## src/rtl/pixel_write_sink.sv

```systemverilog
// Buffers in-range pixel plots in order and drains them to a single-port framebuffer.
// One cycle from accepted plot to mem_we. A full FIFO or an off-screen plot drops the pixel and bumps drop_count.
module pixel_write_sink #(
    parameter int DEPTH    = 4,
    parameter int SCREEN_W = 160,
    parameter int SCREEN_H = 120
) (
    input  logic        clk,
    input  logic        resetn,
    input  logic        plot,
    input  logic [7:0]  x,
    input  logic [6:0]  y,
    input  logic [2:0]  colour,
    output logic        ready,
    output logic        mem_we,
    output logic [14:0] mem_addr,
    output logic [2:0]  mem_data,
    input  logic        mem_ack,
    output logic        busy,
    output logic [7:0]  drop_count
);

    localparam int PW = $clog2(DEPTH);
    localparam int CW = PW + 1;
    localparam logic [8:0]  X_LIM = 9'(SCREEN_W);
    localparam logic [7:0]  Y_LIM = 8'(SCREEN_H);
    localparam logic [14:0] ROW_W = 15'(SCREEN_W);
    localparam logic [CW-1:0] FULL = CW'(DEPTH);

    logic [14:0]   addr_q [DEPTH];
    logic [14:0]   addr_d [DEPTH];
    logic [2:0]    col_q  [DEPTH];
    logic [2:0]    col_d  [DEPTH];
    logic [PW-1:0] wr_ptr_q, wr_ptr_d;
    logic [PW-1:0] rd_ptr_q, rd_ptr_d;
    logic [CW-1:0] count_q, count_d;
    logic [7:0]    drop_count_q, drop_count_d;

    logic          in_range;
    logic          push;
    logic          pop;
    logic          drop;
    logic [14:0]   enq_addr;

    // ready looks only at registered occupancy, so a same-edge pop never frees a slot early.
    assign ready      = (count_q < FULL);
    assign busy       = (count_q != '0);
    assign mem_we     = busy;
    assign mem_addr   = addr_q[rd_ptr_q];
    assign mem_data   = col_q[rd_ptr_q];
    assign drop_count = drop_count_q;

    assign in_range = ({1'b0, x} < X_LIM) && ({1'b0, y} < Y_LIM);
    assign push     = plot && ready && in_range;
    assign drop     = plot && !push;
    assign pop      = busy && mem_ack;
    assign enq_addr = (15'(y) * ROW_W) + 15'(x);

    always_comb begin
        addr_d       = addr_q;
        col_d        = col_q;
        wr_ptr_d     = wr_ptr_q;
        rd_ptr_d     = rd_ptr_q;
        count_d      = count_q;
        drop_count_d = drop_count_q;

        if (push) begin
            addr_d[wr_ptr_q] = enq_addr;
            col_d[wr_ptr_q]  = colour;
            wr_ptr_d         = wr_ptr_q + PW'(1);
        end
        if (pop) begin
            rd_ptr_d = rd_ptr_q + PW'(1);
        end

        case ({push, pop})
            2'b10:   count_d = count_q + CW'(1);
            2'b01:   count_d = count_q - CW'(1);
            default: count_d = count_q;
        endcase

        if (drop && (drop_count_q != 8'hFF)) begin
            drop_count_d = drop_count_q + 8'd1;
        end
    end

    // Whole storage is cleared so the head reads 0, never X, after reset.
    always_ff @(posedge clk) begin
        if (!resetn) begin
            for (int i = 0; i < DEPTH; i++) begin
                addr_q[i] <= '0;
                col_q[i]  <= '0;
            end
            wr_ptr_q     <= '0;
            rd_ptr_q     <= '0;
            count_q      <= '0;
            drop_count_q <= '0;
        end else begin
            addr_q       <= addr_d;
            col_q        <= col_d;
            wr_ptr_q     <= wr_ptr_d;
            rd_ptr_q     <= rd_ptr_d;
            count_q      <= count_d;
            drop_count_q <= drop_count_d;
        end
    end

endmodule
```

## config.mk

```make
export PLATFORM = sky130hd
export DESIGN_NAME = pixel_write_sink
export DESIGN_NICKNAME = d
export VERILOG_FILES = /design/src/rtl/pixel_write_sink.sv
export SDC_FILE = /design/constraint.sdc
export NUM_CORES = 1
export LEC_CHECK = 0
export BUFFER_PORTS_ARGS = -buffer_cell sky130_fd_sc_hd__buf_2
export CORE_MARGIN = 3
export CORE_UTILIZATION = 49
export CTS_CLUSTER_DIAMETER = 100
export DETAILED_ROUTE_END_ITERATION = 12
export PLACE_DENSITY_LB_ADDON = 0.3
export SLEW_MARGIN = 20
export SYNTH_ARGS = -nofsm -noshare
export SYNTH_HDL_FRONTEND = slang
export SYNTH_SLANG_ARGS = --single-unit
```

## constraint.sdc

```tcl
create_clock -name clk -period 3.1 [get_ports clk]
set_clock_uncertainty 0.15 [all_clocks]
set_input_delay 0.62 -clock clk [delete_from_list [all_inputs] [get_ports clk]]
set_output_delay 0.62 -clock clk [all_outputs]
set_load 0.02 [all_outputs]
```

==> results.toml, run 1 <==
[detailed_routing]
viasPerCell = 5.42
drt_iter0_drc = 190
dr_total_vias = 3332
wire_per_inst_um = 15.2
drt_wl_total_um = 9320
route.detailed.drc = 0
detailedRoute.firstPassIterationCount = 5
ant_nets = 0

[power]
p_int_mw = 1.95
p_switching_mw = 1.00
totalPowerFinal_mw = 2.95
seqPwrFrac_pct = 42.8
switching_share_pct = 34.0
vdd_drop_max_v = 0.000614
p_leak_nw = 1.80
combPwrFrac_pct = 29.9
power_frac_clock_pct = 27.3
powerDensity_mw_per_mm2 = 622

[global_routing]
grt_pass1_vias = 3353
antenna_found_initial = 0
grt_pass1_wl_um = 15700
track_usage_pct = 19.9
grt-ovfl-total = 0
grt_start_max_net_pins = 35

[sta]
tightest_slew_ns = 0.861
rsz0062_at_grt = "false"
slew_viol_final = 0
hold_viol_final = 0
layout_setup_ws_ns = 0.216
timing.hold.ws_ns = 0.307
slew_headroom_pct = 42.1
finalSetupViolCount = 0
fin_crit_ns = 2.88
timing.fmax_ghz = 0.347
timing.final.crit_share_pct = 93.0

[placed_design]
post-place-ws_ns = -0.123
dp_cells = 599
place_area_mm2 = 0.00454
dp_hpwl_um = 6540
io_buffers = 50
place_congestion = 0.785

[floorplanning]
io_pins = 51
dieWidth_um = 99.0
dieArea_mm2 = 0.00981
die_h_um = 99.0
core_mm2 = 0.00830
initial_core_util_pct = 51.1
rows = 33

[logic_synthesis]
synth-seq-cells = 87
avgSynthCellArea_um2 = 9.16
ys_seq_area_share_pct = 41.1
syn_nets = 507
netlist_instances = 463
synthFlopType = "dfxtp_1"
ys_types = 49
syn-cell-area_mm2 = 0.00424
synth-edff-count = 0
async_flop_share_pct = 0
yosysWarnings = 0

[critical_path]
endpoint_kind = "register"
ff2ff_setup_slack_ns = 0.76
crit_fanout = 4
cp-start-kind = "input pin"
reg2reg_depth = 8
critPathArrivalTime_ns = 3.02
crit_type = "input pin to register"
critPathRequiredTime_ns = 3.23

[clock_tree]
clk_path_buf_depth = 2
cts.clk_slew.worst_paths_ns = 0.09
numCtsBuffers = 9
cts_hold_buf = 0
worstSkewPairLatency_ns = 0.35
postCtsSetupBuffers = 0
cts.sinks = 87
cts_tree = "yes"
cts_resized = 0
cts_root_buf = "clkbuf_8"
htree_levels = 3

[final_layout]
final_common_cell = "nand2_1"
layoutNonFillerInstCount = 615
final_cell_mix = "nand2_1 (102), dfxtp_1 (87), a21oi_1 (64), buf_2 (50), nor2_1 (32)"
drive_gt1_share_pct = 22.4
final_nets = 549
antenna_cells = 0
area.growth.synth_to_final_pct = 11.8
postLayoutCellArea_mm2 = 0.00474

[flow_run]
maxCapViolCount = 0

[status]
status = "finished, final reports clean"

[min_path]
min_path_cells = 2
holdCritPathClass = "register to register"
## flip-flops by register name, indices dropped and copies added (netlist names)
register and cells:
wr_ptr_q 2, addr_q 60, count_q 3, drop_count 8, rd_ptr_q 2, col_q 12
## worst max-delay path, cell delays in order
cell      delay [ns]
buf_2           0.12
ha_1            0.30
ha_1            0.25
fa_1            0.44
a211oi_1        0.42
o22ai_1         0.18
nor4_2          0.19
xor3_2          0.34
a21oi_1         0.17
## layout make-up
type	count	area, um^2
Fill cell	739	3560
Clock buffer	9	124
Timing Repair Buffer	62	353
Multi-Input combinational cell	333	2270
Tap cell	105	131
Inverter	12	45.0
Clock inverter	7	80.1
Sequential cell	87	1740
## through the flow
step	util, %	setup TNS (ns)
3_3_place_gp	54.7	0
3_5_place_dp	54.7	-0.722
4_1_cts	57.1	0
2_1_floorplan	-	0
6_report	57.1	0
5_1_grt	57.1	0
## per-layer routing
| layer | share of wire, % | up-vias | routed length (um) | track usage, % |
|---|---|---|---|---|
| met1 | 41 | 1585 | 3850 | 24.5 |
| met4 | 0.68 | 0 | 63 | 5.36 |
| met2 | 53 | 58 | 4940 | 35.2 |
| li1 | - | 1683 | - | - |
| met5 | 0 | - | 0 | 0 |
| met3 | 4.9 | 6 | 457 | 4.18 |
## logic make-up (layout without fill, tap and decap cells)
family	count (synthesis)	after routing	synth area share [%]
buf+inv	43	90	5.46
mux	19	19	9.80
flops	87	87	41.1
compound gates	110	110	15.1
fa+ha+maj	22	22	7.02
simple gates	164	164	17.3
xor+xnor	18	18	4.28
## Yosys cell counts, drive strengths merged (2+ instances only)
library cell    n  share of area (%)
a211oi         14                2.6
a21o            3               0.56
a21oi          65                7.8
and2            5               0.86
buf            21                3.5
clkbuf         10               0.89
dfxtp          87                 41
fa              3                1.4
ha             19                5.6
inv            12                1.1
mux4           18                9.6
nand2         102                9.0
nand3           8                1.2
nor2           32                2.8
nor3            3               0.35
nor4            4               0.89
nor4b           2               0.77
o21a            2               0.35
o21ai          18                2.1
o21ba           2               0.47
or3             2               0.30
xnor2          11                2.3
xor2            6                1.4
## power groups by stage
| stage | Clock [mW] | Combinational (mW) | Sequential (mW) |
|---|---|---|---|
| finish | 0.806 | 0.881 | 1.26 |
| global route | 0.872 | 0.967 | 1.28 |
| CTS | 0.827 | 0.890 | 1.26 |
| detailed placement | 0 | 0.886 | 1.29 |
| global placement | 0 | 0.863 | 1.28 |
| floorplan | 0 | 0.691 | 1.27 |
## worst paths after layout
kind                                  from    endpoint
worst min-delay path              col_q[1]    col_q[1]
worst max register to register  count_q[2]  count_q[2]
worst max-delay path                  y[1]  addr_q[58]
worst min register to register    col_q[1]    col_q[1]
Note: power is estimated with default switching activity, not from simulation.
==> run 2: changes to the inputs <==
==> constraint.sdc (replaced) <==
create_clock -name clk -period 3.1 [get_ports clk]
set_clock_uncertainty 0.15 [all_clocks]
set_input_delay 0.465 -clock clk [delete_from_list [all_inputs] [get_ports clk]]
set_output_delay 0.465 -clock clk [all_outputs]
set_load 0.02 [all_outputs]
==> results.toml, run 2 (synthesis results as in run 1) <==
[global_routing]
grt_start_max_net_pins = 42
track_usage_pct = 19.4
antenna_found_initial = 0
grt_pass1_wl_um = 15200
grt_pass1_vias = 3185
grt-ovfl-total = 0

[floorplanning]
core_mm2 = 0.00830
die_h_um = 99.0
dieArea_mm2 = 0.00981
dieWidth_um = 99.0
io_pins = 51
rows = 33
initial_core_util_pct = 51.1

[final_layout]
final_common_cell = "nand2_1"
fillers = 728
antenna_cells = 0
final_cell_mix = "nand2_1 (102), dfxtp_1 (87), a21oi_1 (64), buf_2 (50), nor2_1 (32)"
final_nets = 547
top_register = "addr_q"
largest_reg_flops = 60
drive_gt1_share_pct = 22.0
area.growth.synth_to_final_pct = 11.7

[sta]
finalSetupViolCount = 0
setup_tns_ns = 0
fin_crit_ns = 2.67
rsz0062_at_grt = "false"
slew_headroom_pct = 47.8
slew_viol_final = 0
timing.final.crit_share_pct = 86.0
hold_viol_final = 0
tightest_slew_ns = 0.777
timing.fmax_ghz = 0.375

[clock_tree]
cts.clk_slew.worst_paths_ns = 0.10
cts_resized = 0
cts_hold_buf = 0
postCtsSetupBuffers = 0
htree_levels = 3
cts.sinks = 87
clk_path_buf_depth = 2
worstSkewPairLatency_ns = 0.35
numCtsBuffers = 9
cts_root_buf = "clkbuf_8"
cts_tree = "yes"

[flow_run]
maxCapViolCount = 0

[detailed_routing]
ant_nets = 0
drt_wl_total_um = 8980
detailedRoute.firstPassIterationCount = 4
viasPerCell = 5.36
dr_total_vias = 3288
route.detailed.drc = 0
drt_iter0_drc = 139
wire_per_inst_um = 14.6

[critical_path]
crit_slowest_cell = "fa_1"
cpPeakStageDelay_ns = 0.43
ff2ff_setup_slack_ns = 0.79
endpoint_kind = "register"
reg2reg_depth = 8
critPathRequiredTime_ns = 3.23
crit_start = "y[1]"
cpMostUsedCell = "ha_1"
reg2reg_to = "count_q[2]"
critPathArrivalTime_ns = 2.80
crit_fanout = 4
crit_chain = "buf_2, ha_1, ha_1, fa_1, a211oi_1, o22ai_1, nor4_2, xor3_2, a21oi_1"
cp-start-kind = "input pin"
crit_type = "input pin to register"
rr_startpoint = "count_q[2]"
endpoint = "addr_q[58]"

[power]
totalPowerFinal_mw = 2.95
p_leak_nw = 1.80
vdd_drop_max_v = 0.000474
powerDensity_mw_per_mm2 = 622

[placed_design]
io_buffers = 50
place_congestion = 0.791
dp_hpwl_um = 6300

[min_path]
holdCritPathClass = "input pin to register"

[status]
status = "finished, final reports clean"
## run 2: worst max-delay path: cells and delay by family
family,cells,cell delay (ns)
fa+ha+maj,3,0.97
compound gates,3,0.73
buf+inv,1,0.12
xor+xnor,1,0.34
simple gates,1,0.18
## run 2: layer usage
layer	up-vias	part of all wire (%)	track usage (%)
met4	0	0.72	5.36
li1	1678	-	-
met2	60	52	33.5
met5	-	0	0
met3	6	4.6	3.96
met1	1544	43	24.6
## run 2: power breakdown
part / switching (mW) / internal [mW]
clock: 0.418 / 0.381
sequential: 0.0766 / 1.20
combinational: 0.499 / 0.375
total: 0.993 / 1.96
## run 2: worst min path at each step
stage          startpoint    endpoint  slack [ns]  depth (start not counted)
6_report             x[2]  addr_q[17]        0.22                          3
5_1_grt              x[3]  addr_q[48]        0.22                          3
4_1_cts              x[3]  addr_q[18]        0.21                          3
3_5_place_dp     col_q[1]    col_q[1]        0.30                          2
3_3_place_gp   addr_q[19]  addr_q[19]        0.29                          2
2_1_floorplan  addr_q[15]  addr_q[15]        0.28                          2
## run 2: area by class of cell
class	count	area (um^2)	share of cell area [%]
Clock buffer	9	124	2.61
Clock inverter	7	77.6	1.64
Inverter	12	45.0	0.951
Multi-Input combinational cell	333	2270	47.9
Sequential cell	87	1740	36.8
Tap cell	105	131	2.77
Timing Repair Buffer	60	350	7.40
## run 2: through the flow
step / hold slack (ns) / utilization (%) / setup WS (ns) / cell area (um^2) / cells
after CTS: 0.208 / 57.1 / 0.442 / 4740 / 613
final: 0.218 / 57.1 / 0.434 / 4740 / 613
after floorplan: 0.283 / - / 0.393 / 4240 / 463
after global placement: 0.289 / 54.7 / 0.159 / 4540 / 597
after global routing: 0.215 / 57.1 / 0.237 / 4740 / 613
after detailed placement: 0.296 / 54.7 / 0.0876 / 4540 / 597
==> run 3: changes to the inputs <==
clock period = 2.4 ns   (was 3.1 ns; I/O delays follow)
==> results.toml, run 3 (synthesis results as in run 1) <==
[floorplanning]
initial_core_util_pct = 51.1
core_mm2 = 0.00830
io_pins = 51
dieWidth_um = 99.0
dieArea_mm2 = 0.00981
rows = 33
die_h_um = 99.0

[critical_path]
rr_startpoint = "count_q[0]"
reg2reg_to = "count_q[2]"
reg2reg_depth = 8
crit_type = "input pin to register"
crit_fanout = 4
ff2ff_setup_slack_ns = 0.25
critPathArrivalTime_ns = 2.40
endpoint_kind = "register"
critPathRequiredTime_ns = 2.54
cp-start-kind = "input pin"

[detailed_routing]
detailedRoute.firstPassIterationCount = 4
route.detailed.drc = 0
wire_per_inst_um = 14.8
ant_nets = 0
viasPerCell = 5.34
drt_wl_total_um = 9350
drt_iter0_drc = 132
dr_total_vias = 3370

[final_layout]
final_cell_mix = "nand2_1 (102), dfxtp_1 (87), a21oi_1 (64), buf_2 (50), nor2_1 (32)"
antenna_cells = 0
fillers = 709
top_register = "addr_q"
final_nets = 565
layoutNonFillerInstCount = 631
largest_reg_flops = 60
area.growth.synth_to_final_pct = 15.4
drive_gt1_share_pct = 25.7
regArea_mm2 = 0.00174
multi_input_comb_area_mm2 = 0.00231
final_common_cell = "nand2_1"

[sta]
slew_viol_final = 0
finalSetupViolCount = 0
fin_crit_ns = 2.26
tightest_slew_ns = 0.676
layout_setup_ws_ns = 0.138
timing.final.crit_share_pct = 94.3
slew_headroom_pct = 54.6
timing.fmax_ghz = 0.442
hold_viol_final = 0
rsz0062_at_grt = "false"

[placed_design]
place_congestion = 0.795
io_buffers = 50
post-place-ws_ns = -0.391
dp_hpwl_um = 6450
dp_cells = 615

[flow_run]
maxCapViolCount = 0

[global_routing]
grt_pass1_wl_um = 15200
grt-ovfl-total = 0
grt_pass1_vias = 3301
track_usage_pct = 19.4
antenna_found_initial = 0
grt_start_max_net_pins = 49

[clock_tree]
clk_path_buf_depth = 2
cts.clk_slew.worst_paths_ns = 0.10
htree_levels = 3
cts.sinks = 87
worstSkewPairLatency_ns = 0.35
cts_root_buf = "clkbuf_8"
cts_tree = "yes"
numCtsBuffers = 9
postCtsSetupBuffers = 0
cts_hold_buf = 0

[min_path]
holdCritPathClass = "input pin to register"
hold_end = "addr_q[47]"
min_path_cells = 3
holdCritStartpoint = "x[2]"

[power]
vdd_drop_max_v = 0.000652
powerDensity_mw_per_mm2 = 771
p_leak_nw = 1.87

[status]
status = "finished, final reports clean"
-- run 3: critical path, cell delays in order --
cell and delay (ns):
buf_2 0.12, ha_4 0.24, ha_4 0.16, fa_2 0.41, a211oi_4 0.29, o22ai_1 0.14
nor4_2 0.19, xor3_2 0.33, a21oi_1 0.16
-- run 3: layer usage --
layer  track usage, %  vias to the layer above  routed length (um)
met5                0                        -                   0
met4             6.20                        0                 138
met3             4.10                       11                 449
met2             34.7                       71                4810
met1             23.1                     1581                3950
li1                 -                     1707                   -
-- run 3: worst max-delay path by stage --
stage / start / end / cells after the start
3_3_place_gp: y[1] / addr_q[13] / 9
4_1_cts: y[1] / addr_q[28] / 9
5_1_grt: y[2] / addr_q[14] / 9
3_5_place_dp: y[1] / addr_q[28] / 9
2_1_floorplan: y[1] / addr_q[13] / 8
6_report: y[1] / addr_q[28] / 9
-- run 3: what timing repair did --
item / 4_1_cts / 5_1_grt
endpoints found under the setup margin: 1 / 12
cloned: 0 / 0
pin swaps: 1 / 1
resized for setup: 0 / 2
-- run 3: final cells by class --
type	count	share of cell area (%)
clock inverters	7	1.13
flip-flops and latches	87	35.6
multi-input cells	333	47.2
well taps	105	2.69
repair buffers	78	9.92
inverters	12	0.921
clock buffers	9	2.53
-- run 3: power by group --
group          switching, mW  total [mW]  internal [mW]
combinational          0.688        1.21          0.523
sequential            0.0663        1.62           1.55
clock                  0.559       0.948          0.389
-- run 3: stage by stage --
stage / utilization [%] / total power [mW] / hold slack, ns / area [um^2] / setup TNS (ns)
floorplan: - / 2.54 / 0.283 / 4280 / -0.595
global placement: 56.7 / 2.84 / 0.289 / 4710 / -3.11
detailed placement: 56.7 / 2.86 / 0.295 / 4710 / -4.03
CTS: 58.9 / 3.80 / 0.106 / 4880 / 0
global route: 58.9 / 3.98 / 0.104 / 4890 / 0
finish: 58.9 / 3.77 / 0.112 / 4890 / 0
